**config.mk**
```make
export PLATFORM = sky130hd
export DESIGN_NAME = map_cell_mover
export DESIGN_NICKNAME = d
export VERILOG_FILES = /design/src/rtl/map_cell_mover.sv
export SDC_FILE = /design/constraint.sdc
export NUM_CORES = 1
export LEC_CHECK = 0
export CAP_MARGIN = 10
export CORE_ASPECT_RATIO = 0.75
export CORE_MARGIN = 3
export CORE_UTILIZATION = 48
export DETAILED_ROUTE_END_ITERATION = 10
export GPL_TIMING_DRIVEN = 1
export HOLD_SLACK_MARGIN = 0.12
export PLACE_DENSITY = 0.82
export SYNTH_ARGS = -nofsm -noshare
export SYNTH_HDL_FRONTEND = slang
export SYNTH_SLANG_ARGS = --single-unit
export TNS_END_PERCENT = 5
```
**constraint.sdc**
```tcl
create_clock -name CLOCK_50 -period 2.7 [get_ports CLOCK_50]
set_input_delay 0.27 -clock CLOCK_50 [delete_from_list [all_inputs] [get_ports CLOCK_50]]
set_output_delay 0.27 -clock CLOCK_50 [all_outputs]
set_load 0.05 [all_outputs]
```
**src/rtl/map_cell_mover.sv**
```systemverilog
// map_cell_mover: read-modify-write engine on map_RAM port B that moves one
// sprite cell on the 40x30 tile map. The source cell is cleared to `fill`,
// the destination cell receives `code`, and the destination's prior contents
// are reported on `hit`.
//
// Optional feature macro: MAP_MOVE_WALL_BLOCK_EN
//   defined   -> a destination holding WALL_CODE aborts the move (rejected=1)
//   undefined -> every in-range move is performed, walls included
//
// Ports:
//   CLOCK_50          system clock
//   reset             synchronous, active-high
//   req               move request, sampled only while idle
//   src_x/src_y       source cell (x 0-39, y 0-29)
//   dst_x/dst_y       destination cell
//   code / fill       code written at destination / left behind at source
//   busy              high from the cycle after acceptance until done
//   done              one-cycle completion pulse
//   rejected          valid with done; move not performed
//   hit               destination code before the move (held until next accept)
//   wraddr/wren/wrdata port-B row address, write enable, write row
//   redata            port-B read row
module map_cell_mover #(
    parameter int unsigned RD_LAT    = 1,
    parameter logic [3:0]  WALL_CODE = 4'h1
) (
    input  logic           CLOCK_50,
    input  logic           reset,
    input  logic           req,
    input  logic [5:0]     src_x,
    input  logic [4:0]     src_y,
    input  logic [5:0]     dst_x,
    input  logic [4:0]     dst_y,
    input  logic [3:0]     code,
    input  logic [3:0]     fill,
    output logic           busy,
    output logic           done,
    output logic           rejected,
    output logic [3:0]     hit,
    output logic [4:0]     wraddr,
    output logic           wren,
    output logic [159:0]   wrdata,
    input  logic [159:0]   redata
);

    localparam int unsigned ROW_W = 160;
    localparam int unsigned CNT_W = (RD_LAT < 1) ? 1 : $clog2(RD_LAT + 1);
    localparam logic [5:0]  X_MAX = 6'd39;
    localparam logic [4:0]  Y_MAX = 5'd29;

`ifdef MAP_MOVE_WALL_BLOCK_EN
    localparam bit WALL_BLOCK = 1'b1;
`else
    localparam bit WALL_BLOCK = 1'b0;
`endif

    typedef enum logic [2:0] {
        S_IDLE,
        S_RD_DST,
        S_RD_SRC,
        S_WR_SRC,
        S_RD_DST2,
        S_WR_DST,
        S_DONE
    } state_e;

    // Cell x lives at row[159-4x -: 4]; shifting left by 4x brings it to the top.
    function automatic logic [3:0] get_nib(input logic [ROW_W-1:0] row,
                                           input logic [5:0]       x);
        logic [ROW_W-1:0] sh;
        sh = row << {x, 2'b00};
        return sh[ROW_W-1 -: 4];
    endfunction

    // Replace only cell x; the other 39 nibbles pass through.
    function automatic logic [ROW_W-1:0] put_nib(input logic [ROW_W-1:0] row,
                                                 input logic [5:0]       x,
                                                 input logic [3:0]       nib);
        logic [ROW_W-1:0] mask;
        logic [ROW_W-1:0] ins;
        mask = {4'hF, {(ROW_W-4){1'b0}}} >> {x, 2'b00};
        ins  = {nib,  {(ROW_W-4){1'b0}}} >> {x, 2'b00};
        return (row & ~mask) | ins;
    endfunction

    state_e             state_q, state_d;
    logic [CNT_W-1:0]   cnt_q, cnt_d;
    logic [5:0]         sx_q, sx_d, dx_q, dx_d;
    logic [4:0]         sy_q, sy_d, dy_q, dy_d;
    logic [3:0]         code_q, code_d, fill_q, fill_d;
    logic               busy_q, busy_d;
    logic               done_q, done_d;
    logic               rejected_q, rejected_d;
    logic [3:0]         hit_q, hit_d;
    logic [4:0]         wraddr_q, wraddr_d;
    logic               wren_q, wren_d;
    logic [ROW_W-1:0]   wrdata_q, wrdata_d;

    logic               rd_last_c;
    logic               range_bad_c;
    logic [3:0]         dst_nib_c;

    assign rd_last_c   = (cnt_q == CNT_W'(RD_LAT));
    assign range_bad_c = (src_x > X_MAX) || (dst_x > X_MAX) ||
                         (src_y > Y_MAX) || (dst_y > Y_MAX);
    assign dst_nib_c   = get_nib(redata, dx_q);

    // State and output registers.
    always_ff @(posedge CLOCK_50) begin
        if (reset) begin
            state_q    <= S_IDLE;
            cnt_q      <= '0;
            sx_q       <= '0;
            sy_q       <= '0;
            dx_q       <= '0;
            dy_q       <= '0;
            code_q     <= '0;
            fill_q     <= '0;
            busy_q     <= 1'b0;
            done_q     <= 1'b0;
            rejected_q <= 1'b0;
            hit_q      <= '0;
            wraddr_q   <= '0;
            wren_q     <= 1'b0;
            wrdata_q   <= '0;
        end else begin
            state_q    <= state_d;
            cnt_q      <= cnt_d;
            sx_q       <= sx_d;
            sy_q       <= sy_d;
            dx_q       <= dx_d;
            dy_q       <= dy_d;
            code_q     <= code_d;
            fill_q     <= fill_d;
            busy_q     <= busy_d;
            done_q     <= done_d;
            rejected_q <= rejected_d;
            hit_q      <= hit_d;
            wraddr_q   <= wraddr_d;
            wren_q     <= wren_d;
            wrdata_q   <= wrdata_d;
        end
    end

    // Next-state logic; outputs are derived from the next state so they line
    // up with the state they describe.
    always_comb begin
        state_d    = state_q;
        cnt_d      = cnt_q;
        sx_d       = sx_q;
        sy_d       = sy_q;
        dx_d       = dx_q;
        dy_d       = dy_q;
        code_d     = code_q;
        fill_d     = fill_q;
        hit_d      = hit_q;
        rejected_d = 1'b0;
        wrdata_d   = wrdata_q;
        wraddr_d   = wraddr_q;

        unique case (state_q)
            S_IDLE: begin
                if (req) begin
                    sx_d   = src_x;
                    sy_d   = src_y;
                    dx_d   = dst_x;
                    dy_d   = dst_y;
                    code_d = code;
                    fill_d = fill;
                    cnt_d  = '0;
                    if (range_bad_c) begin
                        state_d    = S_DONE;
                        rejected_d = 1'b1;
                        hit_d      = 4'h0;
                    end else begin
                        state_d = S_RD_DST;
                    end
                end
            end
            // Check of the captured destination is folded into this exit.
            S_RD_DST: begin
                if (rd_last_c) begin
                    hit_d = dst_nib_c;
                    cnt_d = '0;
                    if (WALL_BLOCK && (dst_nib_c == WALL_CODE)) begin
                        state_d    = S_DONE;
                        rejected_d = 1'b1;
                    end else begin
                        state_d = S_RD_SRC;
                    end
                end else begin
                    cnt_d = CNT_W'(cnt_q + 1'b1);
                end
            end
            S_RD_SRC: begin
                if (rd_last_c) begin
                    wrdata_d = put_nib(redata, sx_q, fill_q);
                    cnt_d    = '0;
                    state_d  = S_WR_SRC;
                end else begin
                    cnt_d = CNT_W'(cnt_q + 1'b1);
                end
            end
            S_WR_SRC: begin
                cnt_d   = '0;
                state_d = S_RD_DST2;
            end
            // Re-read so a same-row move merges onto the just-written source.
            S_RD_DST2: begin
                if (rd_last_c) begin
                    wrdata_d = put_nib(redata, dx_q, code_q);
                    cnt_d    = '0;
                    state_d  = S_WR_DST;
                end else begin
                    cnt_d = CNT_W'(cnt_q + 1'b1);
                end
            end
            S_WR_DST: state_d = S_DONE;
            S_DONE:   state_d = S_IDLE;
            default:  state_d = S_IDLE;
        endcase

        case (state_d)
            S_RD_DST, S_RD_DST2, S_WR_DST: wraddr_d = dy_d;
            S_RD_SRC, S_WR_SRC:            wraddr_d = sy_d;
            default:                       wraddr_d = wraddr_q;
        endcase

        busy_d = (state_d != S_IDLE) && (state_d != S_DONE);
        done_d = (state_d == S_DONE);
        wren_d = (state_d == S_WR_SRC) || (state_d == S_WR_DST);
    end

    assign busy     = busy_q;
    assign done     = done_q;
    assign rejected = rejected_q;
    assign hit      = hit_q;
    assign wraddr   = wraddr_q;
    assign wren     = wren_q;
    assign wrdata   = wrdata_q;

endmodule

```
**After elaboration in Yosys (flattened, before gate mapping)**

Index checks and enable logic that the tools add are counted.

- Memories: 0
- Word-level logic and storage cells: 91
- Latch bits: 0
- Flip-flop bits (word level): 207
- Output and inout port bits: 173
- RAM bits: 0
- Memory bits (read-only): 0

- Multiply operators: 0
- Add/sub/neg operators: 1
- Reduce and logical (&&, ||, !) cells: 19
- Div/mod/pow operators: 0
- Mux-type cells: 22
- Bitwise logic cells: 8
- Equal/unequal tests: 17
- Magnitude comparators: 4
- Shift operators: 5

Operators by type and width:

| operator | number |
|---|---|
| $and A160 B160 Y160 | 2 |
| $mux W160 | 2 |
| $not A160 Y160 | 2 |
| $or A160 B160 Y160 | 2 |
| $pmux W160 S2 | 1 |
| $shr A160 B8 Y160 | 2 |
| $shr A160 B8 Y160 const A | 2 |
| $shl A160 B8 Y160 | 1 |
| $mux W5 | 4 |
| $pmux W3 S6 | 1 |
| $eq A3 B3 Y1 const B | 5 |
| $mux W3 | 5 |
| $eq A3 B2 Y1 const B | 4 |
| $gt A6 B6 Y1 const B | 2 |
| $mux W4 | 3 |
| $gt A5 B5 Y1 const B | 2 |
| $ne A2 B2 Y1 const B | 5 |
| $pmux W5 S2 | 1 |
| $reduce_or A3 Y1 | 3 |
| $pmux W4 S2 | 1 |
| $eq A3 B1 Y1 const B | 2 |
| $reduce_bool A2 Y1 | 3 |
| $reduce_bool A3 Y1 | 2 |
| $logic_or A1 B1 Y1 | 4 |
| other kinds (11) | 15 |

**Longest topological paths before layout**

- Word-level depth: 10
- Gate-level depth with buffers: 8

**Worst setup path after synthesis**

No wires, ideal clock.

- Path type: register to register
- Start: reg dx_q[1]
- End: reg hit_q[0], in the netlist hit[0]
- Arrival time: 1.751 ns
- Stages on the path, launching flop included: 8
- Path slack: 0.827 ns
- Cells stage by stage: dfxtp_1 -> buf_2 -> buf_2 -> buf_2 -> mux4_2 -> a32oi_1 -> o211ai_1 -> a221o_1

- Word-level cells in the longest chain between the ends: 3

Ends and longest elaborated chain:

| what | line | source |
|---|---|---|
| start: declaration | 88 | `logic [5:0] sx_q, sx_d, dx_q, dx_d;` |
| start signal: assignment | 115 | `dx_q <= '0;` |
| start signal: assignment | 131 | `dx_q <= dx_d;` |
| $shl A160 B8 Y160 | 71 | `sh = row << {x, 2'b00};` |
| $mux W4 | 182 | `if (rd_last_c) begin` |
| $pmux W4 S2 | 161 | `unique case (state_q)` |
| end signal: assignment | 138 | `hit_q <= hit_d;` |
| end: declaration | 94 | `logic [3:0] hit_q, hit_d;` |

No other way between the ends. The select of a mux whose other input is x is not followed.
A chain may end at the register's enable or synchronous reset.

**Worst setup path in the final report**

- Start: reg dx_q[0]
- End: reg wrdata_q[77], in the netlist wrdata[77]

- Word-level cells in the longest chain between the ends: 6
- Elaborated cells on any way between the ends: 7
- Those cells by class: 2 x shift; 2 x mux; 3 x bitwise

Ends and longest elaborated chain:

| what | line | source |
|---|---|---|
| $shr A160 B8 Y160 | 81 | `mask = {4'hF, {(ROW_W-4){1'b0}}} >> {x, 2'b00};` |
| $not A160 Y160 | 83 | `return (row & ~mask) \| ins;` |
| $and A160 B160 Y160 | 83 |  |
| $or A160 B160 Y160 (*) | 83 |  |
| $mux W160 (*) | 210 | `if (rd_last_c) begin` |
| $pmux W160 S2 (*) | 161 |  |
| end signal: assignment | 141 | `wrdata_q <= wrdata_d;` |
| end: declaration | 97 | `logic [ROW_W-1:0] wrdata_q, wrdata_d;` |

Every way passes the cells marked *; elsewhere a longest branch is shown, timed or not. The select of a mux whose other input is x is not followed.

==> impl_metrics.csv <==
group,metric,value,unit
layout,fill_cells,1888,
power,ir_worst_vdd,439.0,uV
cts,cts_buffers,22,
die,die_h,140.8,um
detailed_routing,num_vias,13800,
cts,hold_buffers,0,
detailed_routing,avgRoutedWirePerCell,25.26,um
setup_path,crit_type,"flop to flop",
sta,fin_crit,2.485,ns
global_route,grt_antenna_before_repair,2,
synthesis,synthSimpleGateAreaFrac,23.73,%
cts,cts_root_buf,"clkbuf_16",
setup_path,path_cells,"buf_12 -> nor3b_2 -> nand3_1 -> o221ai_1 -> o21ai_1",
cts,cts-resized-gates,0,
hold_path,min_path_type,"primary input to flop",
layout,drive_gt1_share,9.075,%
setup_path,critPathMaxStageDelay,0.74,ns
synthesis,yosys_warnings,0,
global_route,grt_max_degree,105,
run_status,outcome,"finished, final reports clean",
die,core,23420,um^2
cts,cts.reportedPaths.clkPinSlew,0.06,ns
power,powerDensity,750.1,nW/um^2
layout,syn2layout_area_growth,39.94,%
hold_path,hold_end,"state_q[2]",
cts,cts_tree,"built",
placed_design,dp_hpwl,38240,um
sta,rsz0062_at_grt,"false",
die,initial_core_util,49.68,%
hold_path,whs_path_depth,2,
detailed_routing,routed_wl,52160,um
synthesis,syn_area_per_cell,8.087,um^2
detailed_routing,dr.pass1.iters,6,
global_route,grtUsageTotal,37.77,%
synthesis,syn_inst,1439,
setup_path,reg2reg_slack,0.21,ns
setup_path,worstPathArrival,2.88,ns
power,power.leakage,0.005629,uW
die,die_area,26170,um^2
die,fp-row-count,48,
global_route,grt_overflow_total,0,
synthesis,synth_seq_cells,207,
setup_path,crit_start,"dx_q[0]",
setup_path,rr_startpoint,"dx_q[0]",
detailed_routing,via_per_inst,6.680,
placed_design,place.gp.congestion,0.9878,
die,chipWidth,185.8,um
cts,cts.sinks,207,
setup_path,critPathBufInv,1,
sta,relSlewSlack,34.97,%
sta,min_period_over_period,92.05,%
detailed_routing,drc_errors,0,
run,max_cap_viol_count,0,
synthesis,syn_nets,1632,
global_route,grt_pass1_wl,76840,um
synthesis,synth_compound_area_share,26.42,%
setup_path,critPathLaunchType,"flop",
sta,hold_violations,0,
sta,fmax,402.3,MHz
cts,cts_setup_buffers,0,
layout,nets,1940,
synthesis,synth_fa_ha_area_share,0,%
layout,post-route-util,69.53,%
setup_path,reg2reg_to,"wrdata[77]",
sta,final_max_slew_viol_count,0,
sta,worstMarginPinSlew,0.9741,ns
setup_path,crit_family,"simple AND/OR/NAND/NOR gates",
cts,cts_max_level,1,
detailed_routing,dr.first_iter.drc_count,2356,
synthesis,syn_area,11640,um^2
sta,setup_viol,0,
detailed_routing,antenna_left,0,
placed_design,numPortBuffers,365,
synthesis,synth_edf_count,0,
synthesis,ys_top_cells_by_area,"dfxtp_1 36%, o221ai_1 8.8%, nand2_1 7.6%",
setup_path,crit_required,3.09,ns
die,pin_count,366,
synthesis,ys.flop_type,"dfxtp_1",
synthesis,yosys.area.top_type_share,35.61,%
synthesis,synthMostInstantiatedCell,"nand2_1",
power,totalPowerFinal,12220,uW
hold_path,holdCritStartpoint,"reset",
synthesis,synth_common_cells,"236 x nand2_1, 207 x dfxtp_1, 165 x nor2_1, 117 x o221ai_1, 111 x o21ai_1",
synthesis,synth_top_area_cell,"dfxtp_1",
synthesis,async_flop_share,0,%
synthesis,ys_seq_area_share,35.61,%
setup_path,r2r_cells,5,
synthesis,muxShareOfSynthArea,8.397,%
sta,setup_tns,0,ns
cts,insertion_delay,0.52,ns
synthesis,synth_cell_types,68,
cts,clk_path_buf_depth,3,
synthesis,post_synth_xor_area_fraction,0.1505,%
setup_path,crit_fanout,35,
setup_path,critPathCaptureType,"flop",
sta,finClkSkew,0.01975,ns
global_route,grt_pass1_vias,12640,
setup_path,critical-path-slowest-cell,"nor3b_2",
synthesis,synth_top_family_by_area,"compound AO/OA/AOI/OAI gates",
cell usage in the layout (no fill, tap or decap), types with 8 or more instances in the layout:
cell type | synthesis | routed
nor2_1 | 165 | 164
o21ai_1 | 111 | 111
nand3_1 | 48 | 48
clkdlybuf4s50_1 | 0 | 364
nand2_1 | 236 | 236
a211o_1 | 9 | 9
clkbuf_16 | 0 | 23
a21oi_1 | 78 | 78
a21boi_0 | 8 | 8
a311oi_1 | 8 | 8
nor2b_1 | 17 | 17
clkbuf_8 | 0 | 9
a221o_1 | 27 | 27
and3_1 | 17 | 17
a22oi_1 | 10 | 10
o221ai_1 | 117 | 117
mux4_2 | 38 | 38
nand4_1 | 24 | 24
nand2b_1 | 10 | 10
mux2i_1 | 11 | 11
inv_1 | 11 | 11
o22ai_1 | 9 | 9
o21ai_0 | 23 | 23
dfxtp_1 | 207 | 205
nor3_1 | 32 | 31
buf_4 | 10 | 49
metal layers:
| metal | global-route usage [%] | routed length (um) | part of all wire [%] | up-vias |
|---|---|---|---|---|
| li1 | - | - | - | 6004 |
| met1 | 52.58 | 20000 | 38 | 6399 |
| met2 | 56.88 | 22300 | 43 | 1201 |
| met3 | 9.879 | 7529 | 14 | 189 |
| met4 | 13.24 | 2314 | 4.4 | 2 |
| met5 | 0 | 13 | 0.025 | - |
worst max path at each step:
stage / endpoint / cells after the start
global placement: hit[0] / 5
CTS: hit[0] / 5
floorplan: hit[0] / 7
global route: wrdata[141] / 6
detailed placement: hit[0] / 5
finish: wrdata[77] / 5
power breakdown:
group,switching [uW],internal (uW)
combinational,3280,1780
sequential,470,3480
clock,1310,1890
logic make-up (layout without fill, tap and decap cells):
group / count (synthesis) / after routing
mux: 50 / 50
buf+inv: 144 / 468
other cells: 0 / 2
compound gates: 442 / 442
simple gates: 594 / 594
xor+xnor: 2 / 2
flops: 207 / 207
registers in the layout, indices dropped and copies added (netlist names):
| name | cells |
|---|---|
| rejected | 1 |
| fill_q | 4 |
| wraddr | 5 |
| code_q | 4 |
| sx_q | 6 |
| dx_q | 6 |
| busy | 1 |
| dy_q | 5 |
| done | 1 |
| wren | 1 |
| wrdata | 160 |
| sy_q | 5 |
| hit | 4 |
| cnt_q | 1 |
| state_q | 3 |
final cells by class:
type                            count  area (um^2)  area share, %
Antenna cell                        2        5.005        0.03073
Clock buffer                       34        706.9          4.341
Clock inverter                      6        57.56         0.3534
Inverter                           11        41.29         0.2535
Multi-Input combinational cell   1088         6874          42.21
Sequential cell                   207         4149          25.48
Tap cell                          300        375.4          2.305
Timing Repair Buffer              417         4076          25.03
through the flow:
step           cell area (um^2)  setup slack [ns]  hold WS, ns  instances
6_report                  16290            0.2146       0.2382       2065
5_1_grt                   16280            0.1155       0.2661       2063
4_1_cts                   16280            0.2953       0.2261       2063
3_5_place_dp              15520            0.3136       0.4396       2023
3_3_place_gp              15520            0.3400       0.4334       2023
2_1_floorplan             11640            0.8271       0.4060       1439
Note: power is estimated with default switching activity, not from simulation.
